**src/rtl/alu_seq_exec.sv**
```systemverilog
// ALU decode + registered execute stage with an iterative shift-add MULTPLUS (A*B+C).
// Optional macro MULT_EARLY_EXIT_EN: finish a multiply as soon as the remaining multiplier is zero.
module alu_seq_exec #(
  parameter int WIDTH   = 32,
  parameter int ALUOP_W = 3
) (
  input  logic               clk,
  input  logic               reset,
  input  logic               in_valid,
  output logic               in_ready,
  input  logic [ALUOP_W-1:0] alu_op,
  input  logic [5:0]         alu_funct,
  input  logic [WIDTH-1:0]   op_a,
  input  logic [WIDTH-1:0]   op_b,
  input  logic [WIDTH-1:0]   op_c,
  output logic               out_valid,
  output logic [WIDTH-1:0]   result,
  output logic               zero,
  output logic               illegal,
  output logic [3:0]         alu_operation
);

  localparam int CNT_W = $clog2(WIDTH) + 1;

  localparam logic [ALUOP_W-1:0] OP_RTYPE = ALUOP_W'(3'd7);
  localparam logic [ALUOP_W-1:0] OP_ADDI  = ALUOP_W'(3'd4);
  localparam logic [ALUOP_W-1:0] OP_ORI   = ALUOP_W'(3'd5);
  localparam logic [ALUOP_W-1:0] OP_BR    = ALUOP_W'(3'd1);
  localparam logic [ALUOP_W-1:0] OP_INC   = ALUOP_W'(3'd6);
  localparam logic [ALUOP_W-1:0] OP_MULP  = ALUOP_W'(3'd3);
  localparam logic [ALUOP_W-1:0] OP_MOV   = ALUOP_W'(3'd2);

  typedef enum logic [0:0] {IDLE = 1'b0, MUL = 1'b1} state_t;

  state_t             state_r;
  logic [WIDTH-1:0]   mcand_r;
  logic [WIDTH-1:0]   mplier_r;
  logic [WIDTH-1:0]   acc_r;
  logic [CNT_W-1:0]   cnt_r;

  logic [3:0]         code_s;
  logic [WIDTH-1:0]   res_s;
  logic               ill_s;
  logic               is_mul_s;
  logic               accept_s;
  logic [WIDTH-1:0]   acc_next_s;
  logic               mul_done_s;
  logic [WIDTH-1:0]   mul_res_s;

  assign accept_s = in_valid & in_ready;

  // Selector decode and single-cycle datapath; first matching pattern wins.
  always_comb begin
    code_s   = 4'b1001;
    res_s    = '0;
    ill_s    = 1'b1;
    is_mul_s = 1'b0;
    if (alu_op == OP_RTYPE) begin
      case (alu_funct)
        6'b100100: begin code_s = 4'b0000; res_s = op_a & op_b;    ill_s = 1'b0; end
        6'b100101: begin code_s = 4'b0001; res_s = op_a | op_b;    ill_s = 1'b0; end
        6'b100111: begin code_s = 4'b0010; res_s = ~(op_a | op_b); ill_s = 1'b0; end
        6'b100000: begin code_s = 4'b0011; res_s = op_a + op_b;    ill_s = 1'b0; end
        6'b100010: begin code_s = 4'b1000; res_s = op_a - op_b;    ill_s = 1'b0; end
        default:   begin code_s = 4'b1001; res_s = '0;             ill_s = 1'b1; end
      endcase
    end else if (alu_op == OP_ADDI) begin
      code_s = 4'b0011; res_s = op_a + op_b; ill_s = 1'b0;
    end else if (alu_op == OP_ORI) begin
      code_s = 4'b0001; res_s = op_a | op_b; ill_s = 1'b0;
    end else if (alu_op == OP_BR) begin
      code_s = 4'b0100; res_s = op_a - op_b; ill_s = 1'b0;
    end else if (alu_op == OP_INC) begin
      code_s = 4'b0101; res_s = op_a + WIDTH'(1'b1); ill_s = 1'b0;
    end else if (alu_op == OP_MULP) begin
      code_s = 4'b0110; res_s = '0; ill_s = 1'b0; is_mul_s = 1'b1;
    end else if (alu_op == OP_MOV) begin
      code_s = 4'b0111; res_s = op_b; ill_s = 1'b0;
    end else begin
      code_s = 4'b1001; res_s = '0; ill_s = 1'b1;
    end
  end

  // One shift-add step and the multiply-completion condition.
  always_comb begin
    acc_next_s = mplier_r[0] ? (acc_r + mcand_r) : acc_r;
`ifdef MULT_EARLY_EXIT_EN
    if (mplier_r == '0) begin
      mul_done_s = 1'b1;
      mul_res_s  = acc_r;
    end else begin
      mul_done_s = (cnt_r == CNT_W'(WIDTH - 1));
      mul_res_s  = acc_next_s;
    end
`else
    mul_done_s = (cnt_r == CNT_W'(WIDTH - 1));
    mul_res_s  = acc_next_s;
`endif
  end

  // Control FSM, multiplier iteration and registered result outputs.
  always_ff @(posedge clk or posedge reset) begin
    if (reset) begin
      state_r       <= IDLE;
      in_ready      <= 1'b1;
      out_valid     <= 1'b0;
      result        <= '0;
      zero          <= 1'b0;
      illegal       <= 1'b0;
      alu_operation <= 4'b0000;
      mcand_r       <= '0;
      mplier_r      <= '0;
      acc_r         <= '0;
      cnt_r         <= '0;
    end else begin
      out_valid <= 1'b0;
      case (state_r)
        IDLE: begin
          if (accept_s) begin
            if (is_mul_s) begin
              mcand_r  <= op_a;
              mplier_r <= op_b;
              acc_r    <= op_c;
              cnt_r    <= '0;
              state_r  <= MUL;
              in_ready <= 1'b0;
            end else begin
              result        <= res_s;
              zero          <= (res_s == '0);
              illegal       <= ill_s;
              alu_operation <= code_s;
              out_valid     <= 1'b1;
            end
          end
        end
        MUL: begin
          if (mul_done_s) begin
            result        <= mul_res_s;
            zero          <= (mul_res_s == '0);
            illegal       <= 1'b0;
            alu_operation <= 4'b0110;
            out_valid     <= 1'b1;
            state_r       <= IDLE;
            in_ready      <= 1'b1;
          end else begin
            acc_r    <= acc_next_s;
            mcand_r  <= mcand_r << 1;
            mplier_r <= mplier_r >> 1;
            cnt_r    <= cnt_r + CNT_W'(1'b1);
          end
        end
        default: begin
          state_r  <= IDLE;
          in_ready <= 1'b1;
        end
      endcase
    end
  end

endmodule

```
**config.mk**
```make
export PLATFORM = sky130hd
export DESIGN_NAME = alu_seq_exec
export DESIGN_NICKNAME = d
export VERILOG_FILES = /design/src/rtl/alu_seq_exec.sv
export SDC_FILE = /design/constraint.sdc
export NUM_CORES = 1
export LEC_CHECK = 0
export CORE_UTILIZATION = 40
export DETAILED_ROUTE_END_ITERATION = 10
export GPL_TIMING_DRIVEN = 0
export PLACE_DENSITY_LB_ADDON = 0.3
export SETUP_SLACK_MARGIN = 0.05
export SLEW_MARGIN = 25
export SYNTH_ARGS = -nofsm -noshare
export SYNTH_HDL_FRONTEND = slang
export SYNTH_SLANG_ARGS = --single-unit
```
**constraint.sdc**
```tcl
create_clock -name clk -period 10.5 [get_ports clk]
set_input_delay 2.1 -clock clk [delete_from_list [all_inputs] [get_ports clk]]
set_output_delay 2.1 -clock clk [all_outputs]
set_load 0.02 [all_outputs]
```
==> results.cfg, run 1 <==
[die]
die_h_um = 209
rows = 75
initial_core_util = 0.406
die_w_um = 209
coreArea_um2 = 42000
dieArea_um2 = 43500
ios = 148

[global_routing]
grt_pass1_vias = 19000
grt_max_degree = 89
grt_antenna_before_repair = 2
grt_pass1_wl_um = 129000
grtUsageTotal = 0.403
grt_overflow = 0

[synthesis]
netlist_area_um2 = 17100
ys_seq_area_frac = 0.210
avgSynthCellArea_um2 = 7.46
synth-main-ff-cell = dfrtp_1
synth_nets = 2536
synthTopCellsByArea = dfrtp_1 21%, ha_1 10%, nand2_1 5.8%, o21ai_0 5.7%, mux2i_1 5.2%
synth_edf_count = 0
ys_warn_count = 0
syn_inst = 2289
yosys.cell_types.count = 100
synth-seq-cells = 143
synth_top_area_frac = 0.208
synth_top_cell_by_area = dfrtp_1
ys_async_sr_fraction = 1.00

[setup_path]
timing.reg2reg.setup_slack_ns = 5.72
cp_cell_sequence = clkdlybuf4s50_1 -> inv_1 -> ha_1 -> fa_1 -> nor2_1 -> o311ai_2 -> a31oi_1 -> a32oi_1 -> a31oi_1 -> o32ai_1 -> a311o_1 -> a22oi_1 -> nand4b_1 -> nor4b_1 -> a22oi_1 -> o21ai_1
end_kind = flop
crit_fanout = 7
arrival_ns = 7.81
critPathMaxStageDelay_ns = 0.81
cp_slowest_cell = a31oi_1
crit_buf_inv = 2
crit_family = compound AO/OA/AOI/OAI gates
start_kind = input port
cp.required_ns = 10.87
crit_type = input port to flop

[cts]
cts_made_buffers = 17
clock-sinks = 143
h-tree-depth = 4
cts.repair.resized = 0
post_cts_buffers = 0
insertion_delay_ns = 0.45
path_clk_slew_ns = 0.07
cts_root_buf = clkbuf_16
tritoncts = yes
cts_hold_buffers = 0
cts.path.max_buffers = 2

[sta]
hold_violations = 0
fin_crit_ns = 7.44
period_share = 0.709
fin_skew_ns = 0.0120
tns_ns = 0
finalMaxSlewViolations = 0
final.setup.worst_slack_ns = 3.06
tightestPinTransition_ns = 1.23
rsz0062_at_grt = false
timing.hold.ws_ns = 0.478
slew_headroom = 0.178
setup-violations-final = 0
timing.fmax_mhz = 134

[routing]
first_iter_violations = 2701
vias_per_cell = 6.80
avgRoutedWirePerCell_um = 29.9
drc = 0
vias = 20400
drt.antenna.violating_nets = 0
firstDrtPassIters = 8
finalWirelength_um = 89800

[power]
power_density_nw_per_um2 = 236
clockPowerShare = 0.132
leakagePower_nw = 8.09
ir_worst_vdd_v = 0.000148
comb_power_share = 0.643
sw_frac_of_total = 0.511
power.internal_w = 0.00230
pwr-share-seq = 0.225
net-switching-power_w = 0.00240

[placed_design]
io_buffers = 144
place_congestion = 1.07
hpwl_um = 71000
pre_cts_ws_ns = 2.84

[final_layout]
drive_above_1_share = 0.0455
final_nets = 2701
fill_cells = 4307
synthToLayoutAreaGrowth_pct = 16.2

[run]
drv_cap = 0

[min_path]
hp-class = flop to flop

[status]
status = finished, final reports clean
[through the flow]
| step | total power, W | instance area (µm²) | util | std cells |
|---|---|---|---|---|
| floorplan | 0.00294 | 17100 | - | 2289 |
| global placement | 0.00393 | 19200 | 0.457 | 2972 |
| detailed placement | 0.00398 | 19300 | 0.458 | 2974 |
| CTS | 0.00460 | 19800 | 0.472 | 3003 |
| global route | 0.00496 | 19900 | 0.472 | 3004 |
| finish | 0.00469 | 19900 | 0.472 | 3004 |
[worst register-to-register path: stages, from the launching register on]
cell	delay (ns)
dfrtp_1	0.38
ha_1	0.23
inv_1	0.07
fa_1	0.39
nor2b_1	0.28
o211ai_1	0.16
a2111oi_0	0.40
nor2_1	0.30
a21boi_1	0.25
o21ai_0	0.12
a31oi_1	0.71
nand4_1	0.29
or4_1	0.55
nor4_1	0.29
nand4_1	0.14
o21ai_1	0.17
[kinds of logic after synthesis]
logic type / share of synthesized area
adders and majority gates: 0.103
xor gates and xnor gates: 0.0420
buffers and inverters: 0.0637
DFF: 0.210
and+or+nand+nor: 0.212
muxes: 0.0577
AOI/OAI and AO/OA: 0.312
[flip-flops by register name, summed over array words and instances (netlist names)]
signal,flops
acc_r,32
alu_operation,4
cnt_r,6
illegal,1
in_ready,1
mcand_r,32
mplier_r,32
out_valid,1
result,32
state_r,1
zero,1
[cells in the mapped netlist, types with 11 or more instances]
master,count
a211o_1,12
nor4_1,27
o22a_1,11
a21oi_1,168
buf_1,21
inv_1,115
o31ai_1,25
o21bai_1,12
a31oi_1,43
nand2b_1,22
buf_2,27
nand3_1,63
o21a_1,21
xor2_1,18
or3_1,14
o22ai_1,14
xnor2_1,64
a221oi_1,22
clkbuf_1,108
nor2_1,174
o211ai_1,33
a211oi_1,48
nand2_1,262
nor2b_1,25
dfrtp_1,142
and3_1,14
and2_1,18
o21ai_0,193
nand4_1,27
mux2i_1,88
ha_1,136
o221ai_1,16
a21boi_0,11
a22oi_1,13
nor3_1,54
a21o_1,21
[power by group through the flow]
| stage | Clock, W | Combinational (W) | Sequential (W) |
|---|---|---|---|
| 4_1_cts | 0.000616 | 0.00294 | 0.00105 |
| 6_report | 0.000618 | 0.00302 | 0.00106 |
| 5_1_grt | 0.000635 | 0.00324 | 0.00108 |
| 2_1_floorplan | 0 | 0.00189 | 0.00105 |
| 3_3_place_gp | 0 | 0.00288 | 0.00105 |
| 3_5_place_dp | 0 | 0.00292 | 0.00105 |
[per-layer routing]
layer  up-vias  part of all wire  track usage
met3       294              0.11       0.0824
met4         2             0.058        0.212
met5         -           0.00018            0
met1      9882              0.42        0.555
li1       8821                 -            -
met2      1421              0.41        0.589
[worst paths after layout]
kind,startpoint,end,cells past startpoint
max,op_a[0],zero,16
min,mplier_r[18],mplier_r[18],2
max reg2reg,mcand_r[0],zero,15
min reg2reg,mplier_r[18],mplier_r[18],2
max in group asynchronous,reset,mcand_r[24],3
min in group asynchronous,reset,acc_r[9],2
[area by class of cell]
cell class                      count  area, µm²  area share
Clock inverter                      8        109     0.00548
Sequential cell                   143       3580       0.180
Timing Repair Buffer              146       1480      0.0744
Tap cell                          539        674      0.0340
Inverter                          119        454      0.0229
Multi-Input combinational cell   1869      12400       0.627
Buffer                            158        643      0.0324
Antenna cell                        1       2.50    0.000126
Clock buffer                       21        470      0.0237
[cells in the final DEF (no fill, tap or decap), types with 13 or more instances in the layout]
cell type / count
ha_1: 136
clkbuf_16: 17
o211ai_1: 33
and3_1: 14
mux2i_1: 88
nand2b_1: 22
xor2_1: 18
nor2_1: 172
nor3_1: 53
inv_1: 114
o22ai_1: 14
a22oi_1: 13
o21ai_0: 192
buf_2: 27
a31oi_1: 43
o21a_1: 21
a211oi_1: 48
a21oi_1: 168
nand4_1: 27
nand3_1: 63
o221ai_1: 16
xnor2_1: 64
or3_1: 14
dfrtp_1: 142
clkdlybuf4s50_1: 144
and2_1: 18
nand2_1: 262
nor4_1: 26
a21o_1: 21
o31ai_1: 24
clkbuf_1: 108
nor2b_1: 25
buf_1: 21
a221oi_1: 22
(Power assumes the default switching activity.)
==> run 2, diff against run 1 <==
==> constraint.sdc (replaced) <==
create_clock -name clk -period 6.3 [get_ports clk]
set_input_delay 1.26 -clock clk [delete_from_list [all_inputs] [get_ports clk]]
set_output_delay 1.26 -clock clk [all_outputs]
set_load 0.02 [all_outputs]
==> results.cfg, run 2 (same netlist as run 1, synthesis figures left out) <==
[status]
status = finished, final reports clean

[placed_design]
pre_cts_ws_ns = -0.521
place_congestion = 1.07
io_buffers = 144
dp.cells = 2974
hpwl_um = 71000

[die]
die_w_um = 209
die_h_um = 209
ios = 148
dieArea_um2 = 43500
coreArea_um2 = 42000
rows = 75
initial_core_util = 0.406

[final_layout]
drive_above_1_share = 0.0495
multiInputGateArea_um2 = 12500
synthToLayoutAreaGrowth_pct = 16.6
final_nets = 2701
fill_cells = 4303
final_cell_mix = 262 x nand2_1, 191 x o21ai_0, 172 x nor2_1
stdcell_count = 3006
seqCellArea_um2 = 3580
final_common_cell = nand2_1

[power]
power_w = 0.00783
power_density_nw_per_um2 = 393
ir_worst_vdd_v = 0.000246
leakagePower_nw = 8.12

[sta]
final.setup.worst_slack_ns = 0.145
rsz0062_at_grt = false
timing.hold.ws_ns = 0.477
fin_skew_ns = 0.0136
timing.fmax_mhz = 162
tns_ns = 0
setup-violations-final = 0
fin_crit_ns = 6.15
slew_headroom = 0.157
period_share = 0.977
finalMaxSlewViolations = 0
hold_violations = 0
tightestPinTransition_ns = 1.26

[routing]
first_iter_violations = 2576
drt.antenna.violating_nets = 0
vias = 20400
firstDrtPassIters = 8
vias_per_cell = 6.78
finalWirelength_um = 89700
avgRoutedWirePerCell_um = 29.8
drc = 0

[cts]
cts_root_buf = clkbuf_16
insertion_delay_ns = 0.45
h-tree-depth = 4
cts_made_buffers = 17
post_cts_buffers = 0
tritoncts = yes
clock-sinks = 143
cts_hold_buffers = 0
cts.path.max_buffers = 2
path_clk_slew_ns = 0.07

[setup_path]
cp_cell_sequence = clkdlybuf4s50_1 -> inv_1 -> ha_1 -> fa_1 -> nor2_1 -> o311ai_2 -> a31oi_2 -> a32oi_1 -> a31oi_2 -> o32ai_1 -> a311o_1 -> a22oi_1 -> nand4b_1 -> nor4b_1 -> a22oi_1 -> o21ai_1
cp.required_ns = 6.67
critPathMaxStageDelay_ns = 0.77
end_kind = flop
arrival_ns = 6.52
crit_fanout = 7
crit_buf_inv = 2
crit_type = input port to flop
crit_family = compound AO/OA/AOI/OAI gates
cp_slowest_cell = clkdlybuf4s50_1
start_kind = input port

[run]
drv_cap = 0

[global_routing]
grt_max_degree = 89
grt_pass1_wl_um = 129000
grt_pass1_vias = 19000
grt_overflow = 0
grtUsageTotal = 0.402
grt_antenna_before_repair = 3

[min_path]
hp-class = flop to flop
run 2: cell count changes in the layout (fill, tap and decap cells not counted), sizes merged:
cell | before | now
clkdlybuf4s50 | 144 | 143
dlymetal6s2s | 0 | 1
diode | 1 | 3
run 2: through the flow:
| stage | util | instance area, µm² |
|---|---|---|
| after floorplan | - | 17100 |
| after global placement | 0.457 | 19200 |
| after detailed placement | 0.458 | 19300 |
| after CTS | 0.472 | 19900 |
| after global routing | 0.474 | 19900 |
| final | 0.474 | 19900 |
run 2: metal layers:
layer | share of wire | track usage
met1 | 0.41 | 0.553
met5 | 0.00018 | 0
met4 | 0.059 | 0.212
met3 | 0.12 | 0.0851
met2 | 0.41 | 0.589
run 2: repair_timing:
item,CTS,global route
hold endpoints to repair,0,0
setup endpoints to repair,1,1
cloned,0,0
resized for setup,2,10
run 2: path summary, 6_finish.rpt:
path | from | endpoint | slack, ns | cells after the start
worst max-delay path | op_a[0] | zero | 0.15 | 16
worst max register to register | mcand_r[0] | zero | 1.53 | 15
min in group asynchronous | reset | acc_r[9] | 1.30 | 2
worst min-delay path | mplier_r[18] | mplier_r[18] | 0.48 | 2
max in group asynchronous | reset | mcand_r[24] | 4.26 | 3
worst min register to register | mplier_r[18] | mplier_r[18] | 0.48 | 2
run 2: area by class of cell:
type | count | area share
inverters | 119 | 0.0228
flip-flops and latches | 143 | 0.180
well taps | 539 | 0.0339
clock inverters | 8 | 0.00546
multi-input cells | 1869 | 0.628
plain buffers | 158 | 0.0323
diodes | 3 | 0.000377
clock buffers | 21 | 0.0236
repair buffers | 146 | 0.0742
run 2: worst register-to-register path, cell delays in order, from the launching register on:
cell and delay [ns]:
dfrtp_1 0.38, ha_1 0.23, inv_1 0.07, fa_1 0.39
nor2b_1 0.28, o211ai_1 0.16, a2111oi_0 0.41, nor2_1 0.30
a21boi_1 0.25, o21ai_0 0.12, a31oi_1 0.69, nand4_1 0.28
or4_1 0.54, nor4_1 0.29, nand4_1 0.14, o21ai_1 0.17
run 2: report_power, final:
group / total (W) / internal (W) / switching, W / leakage [nW]
logic: 0.00503 / 0.00186 / 0.00318 / 6.08
clock network: 0.00103 / 0.000610 / 0.000420 / 0.274
registers: 0.00177 / 0.00136 / 0.000402 / 1.76
